### config.mk
export PLATFORM = sky130hd
export DESIGN_NAME = c2421_to_bcd_seq
export DESIGN_NICKNAME = d
export VERILOG_FILES = /design/src/rtl/c2421_pkg.sv /design/src/rtl/c2421_digit_dec.sv /design/src/rtl/c2421_to_bcd_seq.sv
export SDC_FILE = /design/constraint.sdc
export NUM_CORES = 1
export LEC_CHECK = 0
export ABC_AREA = 1
export CELL_PAD_IN_SITES_DETAIL_PLACEMENT = 1
export CELL_PAD_IN_SITES_GLOBAL_PLACEMENT = 2
export CORE_ASPECT_RATIO = 0.6
export CORE_MARGIN = 1
export CORE_UTILIZATION = 27
export DETAILED_ROUTE_END_ITERATION = 10
export GPL_ROUTABILITY_DRIVEN = 0
export PLACE_DENSITY_LB_ADDON = 0.1
export SYNTH_ARGS = -nofsm -noshare
export SYNTH_HDL_FRONTEND = slang
export SYNTH_SLANG_ARGS = --single-unit
### constraint.sdc
create_clock -name clk -period 1.6 [get_ports clk]
set_clock_uncertainty 0.1 [all_clocks]
set_input_delay 0.4 -clock clk [delete_from_list [all_inputs] [get_ports clk]]
set_output_delay 0.4 -clock clk [all_outputs]
set_load 0.01 [all_outputs]
### src/rtl/c2421_pkg.sv
// Shared types and code constants for the 2421-to-BCD decoder.
package c2421_pkg;

    typedef enum logic [1:0] {
        IDLE = 2'd0,
        CONV = 2'd1,
        DONE = 2'd2
    } state_t;

    localparam logic [3:0] C2421_0 = 4'b0000;
    localparam logic [3:0] C2421_1 = 4'b0001;
    localparam logic [3:0] C2421_2 = 4'b0010;
    localparam logic [3:0] C2421_3 = 4'b0011;
    localparam logic [3:0] C2421_4 = 4'b0100;
    localparam logic [3:0] C2421_5 = 4'b1011;
    localparam logic [3:0] C2421_6 = 4'b1100;
    localparam logic [3:0] C2421_7 = 4'b1101;
    localparam logic [3:0] C2421_8 = 4'b1110;
    localparam logic [3:0] C2421_9 = 4'b1111;

    localparam logic [3:0] ILLEGAL_BCD = 4'd0;

endpackage

### src/rtl/c2421_digit_dec.sv
// Single-digit 2421 to BCD decoder; codes outside the legal ten flag illegal.
module c2421_digit_dec
    import c2421_pkg::*;
(
    input  logic [3:0] code,
    output logic [3:0] bcd,
    output logic       ill
);

    always_comb begin
        bcd = ILLEGAL_BCD;
        ill = 1'b0;
        case (code)
            C2421_0: bcd = 4'd0;
            C2421_1: bcd = 4'd1;
            C2421_2: bcd = 4'd2;
            C2421_3: bcd = 4'd3;
            C2421_4: bcd = 4'd4;
            C2421_5: bcd = 4'd5;
            C2421_6: bcd = 4'd6;
            C2421_7: bcd = 4'd7;
            C2421_8: bcd = 4'd8;
            C2421_9: bcd = 4'd9;
            default: ill = 1'b1;
        endcase
    end

endmodule

### src/rtl/c2421_to_bcd_seq.sv
// Sequential packed-2421 to packed-BCD decoder, one digit per clock, MS digit first.
// Optional binary output enabled by defining C2421_BINARY_OUT_EN.
module c2421_to_bcd_seq
    import c2421_pkg::*;
#(
    parameter int NDIG  = 4
`ifdef C2421_BINARY_OUT_EN
    ,
    parameter int BIN_W = 14
`endif
) (
    input  logic                clk,
    input  logic                rst,
    input  logic                in_valid,
    output logic                in_ready,
    input  logic [4*NDIG-1:0]   in_data,
    output logic                out_valid,
    input  logic                out_ready,
    output logic [4*NDIG-1:0]   out_bcd,
    output logic [NDIG-1:0]     out_err
`ifdef C2421_BINARY_OUT_EN
    ,
    output logic [BIN_W-1:0]    out_bin
`endif
);

    localparam int IW = (NDIG > 1) ? $clog2(NDIG) : 1;

    state_t                  state, state_nxt;
    logic [NDIG-1:0][3:0]    shadow;
    logic [NDIG-1:0][3:0]    bcd_q;
    logic [NDIG-1:0]         err_q;
    logic [IW-1:0]           idx;
    logic [3:0]              dig_bcd;
    logic                    dig_ill;

    // One shared decoder; the shadow digit under conversion is selected by idx.
    c2421_digit_dec u_dec (
        .code (shadow[idx]),
        .bcd  (dig_bcd),
        .ill  (dig_ill)
    );

    always_ff @(posedge clk) begin
        if (rst) state <= IDLE;
        else     state <= state_nxt;
    end

    always_comb begin
        state_nxt = state;
        case (state)
            IDLE:    if (in_valid)     state_nxt = CONV;
            CONV:    if (idx == '0)    state_nxt = DONE;
            DONE:    if (out_ready)    state_nxt = IDLE;
            default:                   state_nxt = IDLE;
        endcase
    end

    always_comb begin
        in_ready  = (state == IDLE);
        out_valid = (state == DONE);
    end

    always_ff @(posedge clk) begin
        if (rst) begin
            shadow <= '0;
            bcd_q  <= '0;
            err_q  <= '0;
            idx    <= '0;
        end else begin
            case (state)
                IDLE: if (in_valid) begin
                    shadow <= in_data;
                    bcd_q  <= '0;
                    err_q  <= '0;
                    idx    <= IW'(NDIG - 1);
                end
                CONV: begin
                    bcd_q[idx] <= dig_bcd;
                    err_q[idx] <= dig_ill;
                    if (idx != '0) idx <= idx - 1'b1;
                end
                default: ;
            endcase
        end
    end

    assign out_bcd = bcd_q;
    assign out_err = err_q;

`ifdef C2421_BINARY_OUT_EN
    logic [BIN_W-1:0] acc;

    // Horner accumulation works because digits arrive MS first; illegal digits decode to 0.
    always_ff @(posedge clk) begin
        if (rst)
            acc <= '0;
        else if (state == IDLE && in_valid)
            acc <= '0;
        else if (state == CONV)
            acc <= acc * BIN_W'(10) + BIN_W'(dig_bcd);
    end

    assign out_bin = acc;
`endif

endmodule

======== Yosys cells after proc, flatten, opt, wreduce, memory -nomap -nowiden ========
Index checks and enable logic that the tools add are counted.
storage, ports and cells
  bits in registers ....................... 40
  latch bits .............................. 0
  RAM bits ................................ 0
  memory bits (read-only) ................. 0
  input port bits ......................... 20
  output and inout port bits .............. 22
  logic and storage cells ................. 61
  memories ................................ 0
cells by class
  add/sub/neg operators ................... 1
  multiply operators ...................... 0
  divide/modulo/power cells ............... 0
  $lt $le $gt $ge ......................... 2
  eq/ne operators ......................... 15
  shift operators ......................... 0
  multiplexer cells ....................... 21
  bitwise logic cells ..................... 0
  reductions and logical operators ........ 11
operator list
  operator              count
  $pmux W4 S9           1
  $pmux W16 S2          1
  $eq A4 B4 Y1 const B  5
  $bwmux W16            1
  $mux W16              1
  $mux W4               3
  $mux W2               5
  $reduce_or A10 Y1     1
  $bmux W4 S2           1
  $demux W4 S2          1
  $eq A4 B2 Y1 const B  2
  $pmux W4 S2           1
  $ne A2 B2 Y1 const B  3
  $pmux W2 S3           1
  $reduce_and A3 Y1     2
  $bwmux W4             1
  $eq A4 B1 Y1 const B  1
  $eq A4 B3 Y1 const B  1
  $logic_not A2 Y1      2
  $logic_not A4 Y1      1
  $pmux W2 S2           1
  $reduce_and A2 Y1     2
  $reduce_bool A2 Y1    2
  $lt A2 B3 Y1 const B  1
  other kinds (8)       9

======== Longest topological paths before layout ========
Gate-level depths: netlist (run 1).
  depth in word-level cells ............... 7
  mapped depth ............................ 11
  depth with buffers taken out ............ 11

======== Hierarchy ========
A second synthesis (run 1) with hierarchy kept.
second synthesis, totals
  cells, all modules ...................... 252
  area total of the unflattened synthesis .. 1,848.0 um^2
modules (own cells, without submodules)
  module            times used  cells an instance  area an instance (um^2)  seq. area each (um^2)
  c2421_to_bcd_seq  1           230                1,750.4                  800.8
  c2421_digit_dec   1           22                 97.6                     0.0

======== Worst setup path before layout (run 1) ========
No wires, ideal clock.
  kind .................................... register to register
  start ................................... register idx[0]
  end ..................................... register idx[1]
  setup time .............................. 0.095 ns
  arrival ................................. 1.239 ns
  data required time ...................... 1.405 ns
  slack ................................... 0.166 ns
  cell stages (with the launch flop) ...... 7
  buffers on the path ..................... 1
  period minus slack after synthesis ...... 1.434 ns
  cell sequence ........................... dfxtp_1 > inv_2 > buf_6 > ha_1 > nor2_1 > nor2_1 > a221oi_1
on the way
  word-level cells in the longest chain between the ends .. 3
  elaborated cells between the ends (all ways) .. 6
  those cells by class .................... 1 x add/sub; 1 x eq/ne; 2 x mux; 2 x reduce/logical
ends and longest elaborated chain
  element                                              line                    source
  start: declaration                                   c2421_to_bcd_seq.sv:33  logic [IW-1:0] idx;
  start signal: assignment                             c2421_to_bcd_seq.sv:76  idx <= IW'(NDIG - 1);
  start signal: assignment                             c2421_to_bcd_seq.sv:81  if (idx != '0) idx <= idx - 1'b1;
  $sub A2 B1 Y2 or $reduce_bool A2 Y1 (tied branches)  c2421_to_bcd_seq.sv:81
  $mux W2 or $ne A2 B2 Y1 (tied branches)              n/a
  $pmux W2 S2 or $reduce_and A3 Y1 (tied branches)     n/a
Several ways; a longest one is shown, not always the timed one. The select of a mux whose other input is x is not followed.
A chain may end at the register's enable or synchronous reset.

======== Worst setup path in the final report (run 1) ========
  start ................................... register idx[0]
  end ..................................... register bcd_q (netlist bit out_bcd[5])
on the way
  word-level cells in the longest chain between the ends .. 6
  elaborated cells between the ends (all ways) .. 19
  those cells by class .................... 2 x order compare; 9 x eq/ne; 7 x mux; 1 x reduce/logical
ends and longest elaborated chain
  element                                                               line                                            source
  $bmux W4 S2, or another cell as far along                             c2421_to_bcd_seq.sv:39                          .code (shadow[idx]),
  $mux W4 (implied by the code) or $logic_and A1 B1 Y1 (tied branches)  c2421_to_bcd_seq.sv:39, c2421_to_bcd_seq.sv:79
  $eq A4 B4 Y1, or another cell as far along                            c2421_digit_dec.sv:13                           case (code)
  $pmux W4 S9 or $demux W4 S2 (tied branches)                           c2421_digit_dec.sv:13, c2421_to_bcd_seq.sv:79
  $bwmux W16 (*)                                                        c2421_to_bcd_seq.sv:79                          bcd_q[idx] <= dig_bcd;
  $pmux W16 S2 (*)                                                      c2421_to_bcd_seq.sv:71                          case (state)
  end signal: indexed assignment                                        c2421_to_bcd_seq.sv:79
  end: declaration                                                      c2421_to_bcd_seq.sv:31                          logic [NDIG-1:0][3:0] bcd_q;
Mark *: on every way between the ends. The rest lies on a longest branch, timed or not. The select of a mux whose other input is x is not followed.

==> results of run 1 <==
[registers in the layout, indices dropped and copies added, names as in the netlist]
register	cells
shadow	16
out_bcd	16
idx	2
state	2
out_err	4
[through the flow]
| step | hold slack (ns) | cell area (um^2) | cells | setup TNS [ns] | setup slack, ns |
|---|---|---|---|---|---|
| 3_3_place_gp | 0.3569 | 2459 | 394 | -2.241 | -0.1256 |
| 3_5_place_dp | 0.3585 | 2459 | 394 | -2.102 | -0.1197 |
| 4_1_cts | 0.3652 | 2587 | 402 | 0 | 0.0006514 |
| 6_report | 0.3608 | 2659 | 404 | 0 | 0.07260 |
| 5_1_grt | 0.3786 | 2659 | 404 | -0.1353 | -0.03125 |
| 2_1_floorplan | 0.3433 | 1864 | 259 | 0 | 0.1656 |
[kinds of logic after synthesis]
kind of cell / after synthesis / share of synthesized area (%)
simple gates: 140 / 32.82
compound gates: 44 / 13.15
flops: 40 / 42.95
buf+inv: 31 / 8.389
fa+ha+maj: 4 / 2.685
[per-layer routing]
layer	GRT usage (%)	wire length, um
met5	0	0
met4	5.500	66
met3	3.645	188
met2	23.19	2138
met1	23.82	3014
[power groups by stage]
stage / clock network (uW) / registers, uW / logic, uW
2_1_floorplan: 0 / 1120 / 428
3_3_place_gp: 0 / 1120 / 689
3_5_place_dp: 0 / 1120 / 700
4_1_cts: 1050 / 1100 / 704
5_1_grt: 1090 / 1110 / 845
6_report: 1010 / 1110 / 749
[synth_stat cells, drive strengths merged]
cell	count	area, um^2
clkbuf	3	11.26
inv	21	81.33
buf	5	46.29
dfxtp	40	800.8
a21oi	26	145.1
nand3	15	97.60
o21ai	16	80.08
clkinv	1	5.000
nand2	92	380.4
a221oi	1	8.760
nand4	4	25.02
a21boi	1	11.26
nor2	29	108.9
ha	4	50.05
dlymetal6s2s	1	12.51
[worst max-delay path, cell delays in order (launching register included)]
cell and delay (ns):
dfxtp_4 0.37, buf_6 0.14, nand2_1 0.09, nand3_1 0.10, nand2_2 0.13, nand2_4 0.07
a21boi_4 0.26, nand2_1 0.09, a21oi_1 0.11
[how the worst min path moves through the flow]
stage          slack (ns)   startpoint          end  cells past startpoint
6_report             0.36   out_err[0]   out_err[0]                      2
5_1_grt              0.38  out_bcd[15]  out_bcd[15]                      2
4_1_cts              0.37   out_bcd[9]   out_bcd[9]                      2
3_5_place_dp         0.36   out_bcd[9]   out_bcd[9]                      2
3_3_place_gp         0.36  out_bcd[15]  out_bcd[15]                      2
2_1_floorplan        0.34   shadow[10]   shadow[10]                      2
[layout make-up]
class                      count  area (um^2)
fill                         846         4018
multi-input combinational    188        955.9
sequential                    40        805.8
timing repair buffer          59        546.8
clock buffer                   6        138.9
tap                           87        108.9
inverter                      22        92.59
clock inverter                 2        10.01
[timing repair]
item                                    CTS  global route
buffers inserted                          0             1
endpoints found under the hold margin     0             0
gates resized for setup                  23            28
endpoints found under the setup margin   25            21
pin swaps                                 0             7
cloned                                    0             1
==> reports/qor.txt, run 1 <==
chip height - 66.37 um
final core utilization - 39.82%
Die X - 109.3 um
most frequent cells in the layout - nand2_1 (71), dfxtp_1 (38), nor2_1 (29)
First DRT Iteration DRCs - 27
die area - 7252 um^2
Worst setup endpoint - out_bcd[5]
DP Wirelength - 4072 um
R2R Path Start - idx[0]
CTS Sinks - 40
Max Cap Violations - 0
reg2reg end - out_bcd[5]
largest fanout on the critical path - 5
Post-Syn Nets - 283
FMAX - 654.7 MHz
CP Class - flip-flop to flip-flop
unrepaired setup endpoints after global routing - yes
detailed-route via count - 1813
hold crit path type - flip-flop to flip-flop
minimum clock period - 1.527 ns
Final #Nets - 340
Worst-path clk slew - 0.06 ns
CP arrival - 1.64 ns
ANT nets after route - 0
Starting Density - 27.92%
# IOs - 42
part of the cycle the worst path needs - 95.46%
Critical Path Start - idx[0]
Clk Latency, worst-skew pair - 0.28 ns
WL/cell - 13.38 um
overall power - 2869 uW
first-pass GRT wire length - 8818 um
CP startpoint kind - flip-flop
Comb pwr share - 26.1%
Cell Rows - 23
GR Overflow Total - 0
synthesized cell area - 1864 um^2
Setup crit end kind - flip-flop
Req. time, crit path - 1.72 ns
Gate Count Post-Synth - 259
Avg Inst Size Synth - 7.198 um^2
P_leak - 0.001236 uW
Post-route DRC - 0
fraction of power spent switching nets - 30.96%
Yosys reg bits - 40
pwr/cell area - 1079 nW/um^2
layout cells sized above 1 - 21.77%
Syn. warnings - 0
Int Pwr - 1981 uW
vias in the first global route - 1790
I/O Buffers - 41
TritonCTS Buffers - 5
largest net degree at the start of global routing - 21
synth unique cells - 24
CTS H-tree lvls - 2
initial antenna violation count - 0
drt pass-1 iters - 4
FF-to-FF setup slack - 0.07 ns
TritonCTS clock tree - yes
sequential share of the synthesized area - 42.95%
Vias/cell - 4.488
core area - 6676 um^2
Root Driver - clkbuf_16
area grow syn2layout - 42.62%
Final Setup Violations - 0
Switch Pwr - 888.1 uW
hold_buf cts - 0
maximum vdd drop - 0.0004539 V
clock buffer depth - 2
gr usage total - 16.32%
Least-Margin Pin Slew - 0.2648 ns
most common cell after layout, fill and taps aside - nand2_1
# diodes - 0
sequential fraction of design power - 38.5%
Final Max Tran Viols - 0
outcome - finished clean
endpoints failing hold - 0
worst r2r path cells - 8
final wirelength - 5407 um
Max-slew headroom - 82.35%
clock network power share - 35.4%
No activity file was read; power rests on OpenSTA's default activity.
==> run 2, diff against run 1 <==
- CORE_ASPECT_RATIO: 0.6 -> 1.75
- CORE_MARGIN: 1 -> 2
- TNS_END_PERCENT: unset -> 100
==> run 2 against run 1 <==
Worst setup slack improved by 0.019 ns. Power shrank 3.3%. Global-route usage shrank 1.7 points. Sequential share of layout area grew 1.1 points. Sequential power about the same. Hold slack got worse by 0.0016 ns. Highest routed layer unchanged. Cell area fell by 3.7%. Die area grew 5.0%. Critical path depth shrank 6. Clock-buffer cell count increased by 2. Sequential cell count unchanged.
==> reports/qor.txt, run 2 (synthesis results as in run 1) <==
outcome - finished clean
Switch Pwr - 818.6 uW (-7.8%)
GR Overflow Total - 0 (unchanged)
DP Wirelength - 3817 um (-6.2%)
final wirelength - 4793 um (-11%)
hold crit path type - flip-flop to flip-flop
minimum clock period - 1.508 ns (-0.01904 ns)
ANT nets after route - 0 (unchanged)
WL/cell - 12.10 um (-9.6%)
I/O Buffers - 41 (unchanged)
vias in the first global route - 1782 (-0.45%)
R2R Path Start - idx[0]
Req. time, crit path - 1.10 ns (-0.62 ns)
CP cell instances - nor2_1 > dlygate4sd2_1
slowest stage delay, CP - 0.31 ns (-0.06 ns)
hold_buf cts - 0 (unchanged)
placed cell areas - 2412 um^2 (-1.9%)
Starting Density - 27.59% (-0.33 points)
largest net degree at the start of global routing - 21 (unchanged)
Die X - 66.82 um (-39%)
P_leak - 0.001190 uW (-3.7%)
chip height - 113.9 um (+72%)
Max-slew headroom - 71.09% (-11 points)
layout cells sized above 1 - 16.03% (-5.7 points)
Filler cells - 865 (+2.2%)
detailed-route via count - 1772 (-2.3%)
TritonCTS Buffers - 5 (unchanged)
Worst path slowest cell - dfxtp_1
Clk Latency, worst-skew pair - 0.29 ns (about the same)
Max Cap Violations - 0 (unchanged)
most common cell after layout, fill and taps aside - nand2_1
clock buffer depth - 2 (unchanged)
gr usage total - 14.59% (-1.7 points)
Post-route DRC - 0 (unchanged)
unrepaired setup endpoints after global routing - yes
largest fanout on the critical path - 2 (-3)
# IOs - 42 (unchanged)
most frequent cells in the layout - nand2_1 (78), dfxtp_1 (38), nor2_1 (29)
endpoints failing hold - 0 (unchanged)
Final Setup Violations - 0 (unchanged)
part of the cycle the worst path needs - 94.27% (-1.2 points)
maximum vdd drop - 0.0005180 V (+14%)
area grow syn2layout - 37.38%
First DRT Iteration DRCs - 48 (+78%)
worst r2r path cells - 10 (+2)
Least-Margin Pin Slew - 0.4332 ns (+0.1684 ns)
# diodes - 0 (unchanged)
sequential fraction of design power - 39.7% (+1.2 points)
FMAX - 663.0 MHz (+1.3%)
Final Max Tran Viols - 0 (unchanged)
core area - 6756 um^2 (+1.2%)
clock network power share - 36.4% (+1.0 points)
overall power - 2774 uW (-3.3%)
Int Pwr - 1956 uW (-1.3%)
WHS - 0.3592 ns (-0.001599 ns)
reg2reg end - out_bcd[14]
FF-to-FF setup slack - 0.11 ns (+0.04 ns)
pwr/cell area - 1083 nW/um^2 (+0.39%)
Inst Count DP - 387 (-1.8%)
fraction of power spent switching nets - 29.51% (-1.5 points)
drt pass-1 iters - 3 (-1)
initial antenna violation count - 0 (unchanged)
CTS H-tree lvls - 2 (unchanged)
Critical Path Start - state[1]
CTS Sinks - 40 (unchanged)
post-route cell area - 2561 um^2 (-3.7%)
CP startpoint kind - flip-flop
TritonCTS clock tree - yes
Setup crit end kind - primary output
Worst-path clk slew - 0.06 ns (about the same)
Worst setup endpoint - in_ready
die area - 7612 um^2 (+5.0%)
Vias/cell - 4.475 (-0.29%)
Comb pwr share - 23.9% (-2.2 points)
first-pass GRT wire length - 8273 um (-6.2%)
CP arrival - 1.01 ns (-0.63 ns)
Cell Rows - 40 (+74%)
Final #Nets - 335 (-1.5%)
Non-Filler Instances - 396 (-2.0%)
Root Driver - clkbuf_16
CP Class - flip-flop to primary output
run 2: per-layer routing:
layer / GRT usage, % / vias to the layer above / part of all wire, %
li1: - / 929 / -
met1: 14.22 / 807 / 37
met2: 27.33 / 29 / 57
met3: 3.846 / 7 / 3.6
met4: 6.939 / 0 / 2.3
met5: 0 / - / 0
run 2: through the flow:
stage / setup TNS [ns] / util [%] / setup WS, ns
after floorplan: 0 / - / 0.1656
after global placement: -1.987 / 35.70 / -0.08367
after detailed placement: -2.541 / 35.70 / -0.1103
after CTS: 0 / 37.69 / 0.01392
after global routing: -0.01252 / 37.91 / -0.005880
final: 0 / 37.91 / 0.09164
run 2: worst min-delay path by stage:
| stage | endpoint | depth (start not counted) | slack, ns | from |
|---|---|---|---|---|
| 6_report | out_err[3] | 2 | 0.36 | out_err[3] |
| 5_1_grt | out_bcd[7] | 2 | 0.38 | out_bcd[7] |
| 4_1_cts | out_err[3] | 2 | 0.36 | out_err[3] |
| 3_5_place_dp | out_err[3] | 2 | 0.35 | out_err[3] |
| 3_3_place_gp | out_bcd[9] | 2 | 0.35 | out_bcd[9] |
| 2_1_floorplan | shadow[10] | 2 | 0.34 | shadow[10] |
run 2: cell type report:
class                      count  area (um^2)  share of cell area [%]
sequential                    40        803.3                   31.36
timing repair buffer          54        493.0                   19.25
clock buffer                   8        146.4                   5.716
inverter                      22        90.09                   3.517
multi-input combinational    188        923.4                   36.05
tap                           84        105.1                   4.104
run 2: power groups by stage:
stage	Combinational (uW)	Sequential (uW)	Clock, uW
after floorplan	428	1120	0
after global placement	657	1120	0
after detailed placement	663	1120	0
after CTS	669	1100	1050
after global routing	756	1110	1090
final	664	1100	1010
run 2: critical path: cells and delay by family, from the launching register on:
| family | cells | cell delay, ns |
|---|---|---|
| buffers and inverters | 1 | 0.28 |
| flip-flops | 1 | 0.31 |
| AND/OR/NAND/NOR | 1 | 0.13 |
run 2: repair_timing:
action                     4_1_cts  5_1_grt
pin swaps                        0        1
resized for setup               26        8
buffers inserted                 0        1
setup endpoints to repair       28       15
